## config.mk

```make
export PLATFORM = sky130hd
export DESIGN_NAME = edac_err_logger
export DESIGN_NICKNAME = d
export VERILOG_FILES = /design/src/rtl/edac_err_logger_pkg.sv /design/src/rtl/edac_err_logger_fifo.sv /design/src/rtl/edac_err_logger.sv
export SDC_FILE = /design/constraint.sdc
export NUM_CORES = 1
export LEC_CHECK = 0
export CORE_ASPECT_RATIO = 1.25
export CORE_MARGIN = 1.5
export CORE_UTILIZATION = 50
export CTS_CLUSTER_SIZE = 28
export DETAILED_ROUTE_END_ITERATION = 10
export PLACE_DENSITY = 0.88
export SETUP_SLACK_MARGIN = 0.2
export SYNTH_ARGS = -nofsm -noshare
export SYNTH_HDL_FRONTEND = slang
export SYNTH_HIERARCHICAL = 1
export SYNTH_SLANG_ARGS = --single-unit
```

## constraint.sdc

```tcl
create_clock -name rClk -period 2.84 [get_ports rClk]
set_input_delay 0.568 -clock rClk [delete_from_list [all_inputs] [get_ports rClk]]
set_output_delay 0.568 -clock rClk [all_outputs]
set_load 0.005 [all_outputs]
```

## src/rtl/edac_err_logger_pkg.sv

```systemverilog
// Shared definitions for the EDAC error logger: log entry type codes,
// counter indices and entry-width helper.
package edac_err_logger_pkg;

  localparam logic LOG_TYPE_CORR = 1'b0;
  localparam logic LOG_TYPE_UNC  = 1'b1;

  typedef enum int {
    CNT_CORR  = 0,
    CNT_UNC   = 1,
    CNT_SCRUB = 2
  } cnt_idx_e;

  localparam int NUM_CNT = 3;

  // A log entry is {type, address}.
  function automatic int entry_w(input int ram_logdepth);
    return ram_logdepth + 1;
  endfunction

endpackage

```

## src/rtl/edac_err_logger_fifo.sv

```systemverilog
// Synchronous first-word-fall-through FIFO for the error log; a push while
// full is accepted only when a pop frees a slot in the same cycle.
module edac_log_fifo #(
  parameter int WIDTH    = 9,
  parameter int LOGDEPTH = 3
) (
  input  logic             rClk,
  input  logic             rst,
  input  logic             push,
  input  logic [WIDTH-1:0] din,
  input  logic             pop,
  output logic [WIDTH-1:0] dout,
  output logic             valid,
  output logic             full
);

  localparam int DEPTH = 2 ** LOGDEPTH;

  logic [WIDTH-1:0]    mem [DEPTH];
  logic [LOGDEPTH-1:0] wr_ptr;
  logic [LOGDEPTH-1:0] rd_ptr;
  logic [LOGDEPTH:0]   count;
  logic                do_push;
  logic                do_pop;

  assign valid   = (count != '0);
  assign full    = (count == (LOGDEPTH+1)'(DEPTH));
  assign do_pop  = pop & valid;
  assign do_push = push & (~full | do_pop);
  assign dout    = mem[rd_ptr];

  always_ff @(posedge rClk) begin
    if (do_push) mem[wr_ptr] <= din;
  end

  always_ff @(posedge rClk) begin
    if (rst) begin
      wr_ptr <= '0;
      rd_ptr <= '0;
      count  <= '0;
    end else begin
      if (do_push) wr_ptr <= wr_ptr + 1'b1;
      if (do_pop)  rd_ptr <= rd_ptr + 1'b1;
      case ({do_push, do_pop})
        2'b10:   count <= count + 1'b1;
        2'b01:   count <= count - 1'b1;
        default: count <= count;
      endcase
    end
  end

endmodule

```

## src/rtl/edac_err_logger.sv

```systemverilog
// EDAC flag consumer: saturating event counters, failing-address log FIFO,
// first-uncorrectable capture and a registered level interrupt.
module edac_err_logger
  import edac_err_logger_pkg::*;
#(
  parameter int RAM_LOGDEPTH = 8,
  parameter int CNT_WIDTH    = 16,
  parameter int LOG_LOGDEPTH = 3,
  parameter int CORR_THRESH  = 16
) (
  input  logic                    rClk,
  input  logic                    rst,
  input  logic                    correctable,
  input  logic                    error,
  input  logic                    scrub_corr,
  input  logic [RAM_LOGDEPTH-1:0] err_addr,
  input  logic                    clr_cnt,
  input  logic                    log_pop,
  output logic                    log_valid,
  output logic                    log_type,
  output logic [RAM_LOGDEPTH-1:0] log_addr,
  output logic                    log_ovf,
  output logic [CNT_WIDTH-1:0]    corr_cnt,
  output logic [CNT_WIDTH-1:0]    unc_cnt,
  output logic [CNT_WIDTH-1:0]    scrub_cnt,
  output logic                    first_unc_vld,
  output logic [RAM_LOGDEPTH-1:0] first_unc_addr,
  output logic                    irq
);

  localparam int ENT_W = entry_w(RAM_LOGDEPTH);
  localparam int EXT_W = CNT_WIDTH + 32;

  logic               is_unc;
  logic               is_corr;
  logic [NUM_CNT-1:0] inc;
  logic               push;
  logic [ENT_W-1:0]   fifo_din;
  logic [ENT_W-1:0]   fifo_dout;
  logic               fifo_valid;
  logic               fifo_full;
  logic               drop;
  logic               vld_base;
  logic               thr_hit;

  // Uncorrectable wins when both flags are raised together.
  assign is_unc  = error;
  assign is_corr = correctable & ~error;

  assign inc[CNT_CORR]  = is_corr;
  assign inc[CNT_UNC]   = is_unc;
  assign inc[CNT_SCRUB] = scrub_corr;

  // Clear and increment in the same cycle leaves the counter at 1.
  for (genvar i = 0; i < NUM_CNT; i++) begin : g_cnt
    logic [CNT_WIDTH-1:0] q;
    always_ff @(posedge rClk) begin
      if (rst)
        q <= '0;
      else if (clr_cnt)
        q <= CNT_WIDTH'(inc[i]);
      else if (inc[i] && (q != '1))
        q <= q + 1'b1;
    end
  end

  assign corr_cnt  = g_cnt[CNT_CORR].q;
  assign unc_cnt   = g_cnt[CNT_UNC].q;
  assign scrub_cnt = g_cnt[CNT_SCRUB].q;

  assign push     = is_unc | is_corr;
  assign fifo_din = {(is_unc ? LOG_TYPE_UNC : LOG_TYPE_CORR), err_addr};

  edac_log_fifo #(
    .WIDTH    (ENT_W),
    .LOGDEPTH (LOG_LOGDEPTH)
  ) u_fifo (
    .rClk  (rClk),
    .rst   (rst),
    .push  (push),
    .din   (fifo_din),
    .pop   (log_pop),
    .dout  (fifo_dout),
    .valid (fifo_valid),
    .full  (fifo_full)
  );

  assign log_valid             = fifo_valid;
  assign {log_type, log_addr}  = fifo_valid ? fifo_dout : '0;

  // A full FIFO only drops when no pop frees a slot this cycle.
  assign drop = push & fifo_full & ~log_pop;

  always_ff @(posedge rClk) begin
    if (rst)
      log_ovf <= 1'b0;
    else
      log_ovf <= (log_ovf & ~clr_cnt) | drop;
  end

  assign vld_base = first_unc_vld & ~clr_cnt;

  always_ff @(posedge rClk) begin
    if (rst) begin
      first_unc_vld  <= 1'b0;
      first_unc_addr <= '0;
    end else if (is_unc && !vld_base) begin
      first_unc_vld  <= 1'b1;
      first_unc_addr <= err_addr;
    end else if (clr_cnt) begin
      first_unc_vld  <= 1'b0;
      first_unc_addr <= '0;
    end
  end

  if (CORR_THRESH != 0) begin : g_thr
    assign thr_hit = EXT_W'(corr_cnt) >= EXT_W'($unsigned(CORR_THRESH));
  end else begin : g_nothr
    assign thr_hit = 1'b0;
  end

  // Interrupt follows the registered state one cycle later; a clear drops it at once.
  always_ff @(posedge rClk) begin
    if (rst)
      irq <= 1'b0;
    else
      irq <= ~clr_cnt & ((unc_cnt != '0) | log_ovf | thr_hit);
  end

endmodule

```

==> results of run 1 <==
## power breakdown
part / internal (mW) / total, mW / leakage, nW / switching (mW)
Combinational: 0.720 / 1.31 / 1.23 / 0.590
Clock: 1.23 / 2.16 / 0.281 / 0.928
Sequential: 2.32 / 2.43 / 1.24 / 0.110
Total: 4.27 / 5.90 / 2.76 / 1.63
## cells in the mapped netlist (8+ instances only)
cell type | count | area [sq um]
dfxtp_1 | 72 | 1440
edfxtp_1 | 72 | 2160
a21oi_1 | 39 | 195
nor2_1 | 31 | 116
nand3_1 | 25 | 125
mux4_2 | 18 | 405
nand2_1 | 17 | 63.8
o31ai_1 | 17 | 128
inv_1 | 16 | 60.1
or4_1 | 16 | 120
o21ai_0 | 14 | 70.1
nor3_1 | 13 | 65.1
nand4_1 | 12 | 75.1
nor4_1 | 12 | 75.1
and2_1 | 11 | 68.8
and4_1 | 11 | 96.3
clkbuf_1 | 11 | 41.3
or3_1 | 11 | 68.8
ha_1 | 9 | 113
mux2_2 | 9 | 101
a22oi_1 | 8 | 60.1
## state kept, by name (all words and copies together) (netlist names), named ones only
name / flops
first_unc_addr: 8
scrub_cnt: 16
unc_cnt: 16
log_ovf: 1
u_fifo/rd_ptr: 3
irq: 1
first_unc_vld: 1
u_fifo/wr_ptr: 3
u_fifo/count: 4
u_fifo/mem: 72
corr_cnt: 16
## logic make-up (layout without fill, tap and decap cells)
| group | Yosys count | in the layout |
|---|---|---|
| fa+ha+maj | 10 | 10 |
| compound gates | 119 | 119 |
| simple gates | 195 | 195 |
| mux | 32 | 32 |
| buf+inv | 37 | 157 |
| flops | 144 | 144 |
| xor+xnor | 8 | 8 |
## metal layers
layer / global-route usage / part of all wire / vias up
met5: 0 / 0 / -
met4: 0.102 / 0.018 / 0
met3: 0.0481 / 0.069 / 32
met2: 0.476 / 0.54 / 258
met1: 0.279 / 0.37 / 2593
li1: - / - / 2387
## timing repair
action	in CTS	in global routing
endpoints found under the setup margin	9	11
gates resized for setup	43	2
pin swaps	0	0
gates cloned	2	0
setup buffers	5	0
## final timing paths
path,cells past startpoint,end,slack (ns)
max,7,log_addr[4],0.09
min,2,first_unc_addr[5]$_SDFFE_PP0P_,0.52
max reg2reg,9,u_fifo/count[3]$_SDFFE_PP0P_,0.30
min reg2reg,2,first_unc_addr[5]$_SDFFE_PP0P_,0.52
## worst max-delay path, stage by stage, from the launching register on
cell and delay (ns):
dfxtp_4 0.40, buf_12 0.11, buf_16 0.13, buf_6 0.11, mux4_2 0.48, mux2_2 0.26
and2_1 0.15, buf_2 0.12
## stage by stage
step                      worst slack, ns  hold WS, ns  total power [mW]  area (sq um)  TNS (ns)
after floorplan                     0.251        0.485              3.15          6540         0
after global placement             0.0362        0.491              3.60          7630         0
after detailed placement          -0.0159        0.508              3.65          7630   -0.0159
after CTS                          0.0854        0.522              5.90          8310         0
after global routing               0.0309        0.549              6.12          8310         0
final                              0.0950        0.523              5.90          8310         0
## cell usage in the layout (no fill, tap or decap), types with 12 or more instances in the layout
cell / n
nor2_1: 31
nor3_1: 13
a21oi_1: 39
nand3_1: 25
o31ai_1: 17
clkdlybuf4s50_1: 74
nand2_1: 17
dfxtp_1: 71
or4_1: 16
nand4_1: 12
mux4_2: 18
buf_4: 18
edfxtp_1: 72
inv_1: 16
o21ai_0: 14
clkbuf_16: 17
## layout make-up
cell class	instances	area, sq um
repair buffers	108	1060
fillers	900	4410
inverters	17	63.8
well taps	168	210
clock inverters	15	151
multi-input cells	364	2790
flip-flops and latches	144	3610
clock buffers	17	425
==> impl_metrics.env, run 1 <==
export IMPL_drv_cap=0
export IMPL_std_cell_rows=46
export IMPL_finalCritPeriodShare=0.967
export IMPL_vias=5270
export IMPL_gp_congestion=0.909
export IMPL_drv_slew=0
export IMPL_path_class="register to output port"
export IMPL_synth_fp_nets=570
export IMPL_fmax_ghz=0.364
export IMPL_grt_pass1_wl_um=26900
export IMPL_ctsHoldBuffers=0
export IMPL_p_leak_nw=2.76
export IMPL_path_max_fanout=8
export IMPL_synthArstFlopShare=0
export IMPL_end_kind="output port"
export IMPL_synth_flop_cell="edfxtp_1"
export IMPL_grt_start_max_net_pins=27
export IMPL_cts_tree="done"
export IMPL_synth_seq_cells=144
export IMPL_grt_overflow=0
export IMPL_dp_hpwl_um=10600
export IMPL_root_buffer="clkbuf_16"
export IMPL_min_from="first_unc_addr[5]$_SDFFE_PP0P_"
export IMPL_period_minus_slack_ns=2.75
export IMPL_h_tree_depth=4
export IMPL_pin_count=84
export IMPL_hold_path_class="register to register"
export IMPL_die_x_um=105
export IMPL_nNetsFinal=677
export IMPL_seq_area_frac_synth=0.551
export IMPL_peakVddDrop_mv=0.477
export IMPL_drtIter0Drc=446
export IMPL_syn_area_sq_um=6540
export IMPL_synth_top_family_by_area="simple AND/OR/NAND/NOR gates"
export IMPL_power_density_nw_per_um2=710
export IMPL_layout_drive_gt1_share=0.170
export IMPL_via_per_inst=6.33
export IMPL_antenna_left=0
export IMPL_clockBufferDepth=2
export IMPL_clk_latency_ns=0.42
export IMPL_status="completed"
export IMPL_final_hold_viol_count=0
export IMPL_finalSetupViolations=0
export IMPL_finalNonFillerCells=833
export IMPL_synth_distinct_cells=65
export IMPL_synth_compound_area_share=0.122
export IMPL_synth_simple_area_share=0.185
export IMPL_r2r_start="u_fifo/count[1]$_SDFFE_PP0P_"
export IMPL_antenna_found_initial=0
export IMPL_yosys_area_share_adder=0.0203
export IMPL_portBuffers=83
export IMPL_required_ns=2.27
export IMPL_tightestPinTransition_ns=1.00
export IMPL_syn_area_per_cell_sq_um=12.0
export IMPL_synth_edf_count=72
export IMPL_drc=0
export IMPL_relSlewSlack=0.328
export IMPL_firstDrtPassIters=6
export IMPL_cts_made_buffers=17
export IMPL_wl_um=16900
export IMPL_finish_utilization=0.653
export IMPL_muxShareOfSynthArea=0.0852
export IMPL_grt_pass1_vias=5253
export IMPL_clkSlewWorstSetupHoldPaths_ns=0.06
export IMPL_core_sq_um=12700
export IMPL_area_growth_pct=27.1
export IMPL_worstSetupStartpointType="register"
export IMPL_fp_dieH_um=131
export IMPL_initial_core_util=0.514
export IMPL_arrival_ns=2.18
export IMPL_synthCells=545
export IMPL_die_area_sq_um=13800
export IMPL_yosysWarnings=6
export IMPL_synth_xor_area_share=0.0107
export IMPL_dp_cells=794
export IMPL_diodes=0
export IMPL_rsz0062_at_grt="true"
export IMPL_finalClockSkew_ns=0.0114
export IMPL_grt_usage=0.252
export IMPL_clkSinkCount=144
export IMPL_avgRoutedWirePerCell_um=20.2
Note: power is estimated with default switching activity, not from simulation.
==> inputs of run 2 (changes only) <==
Settings changed: ABC_CLOCK_PERIOD_IN_PS set to 2840.
==> results of run 2 <==
Final layout, timing and power as in run 1 (identical DEF).
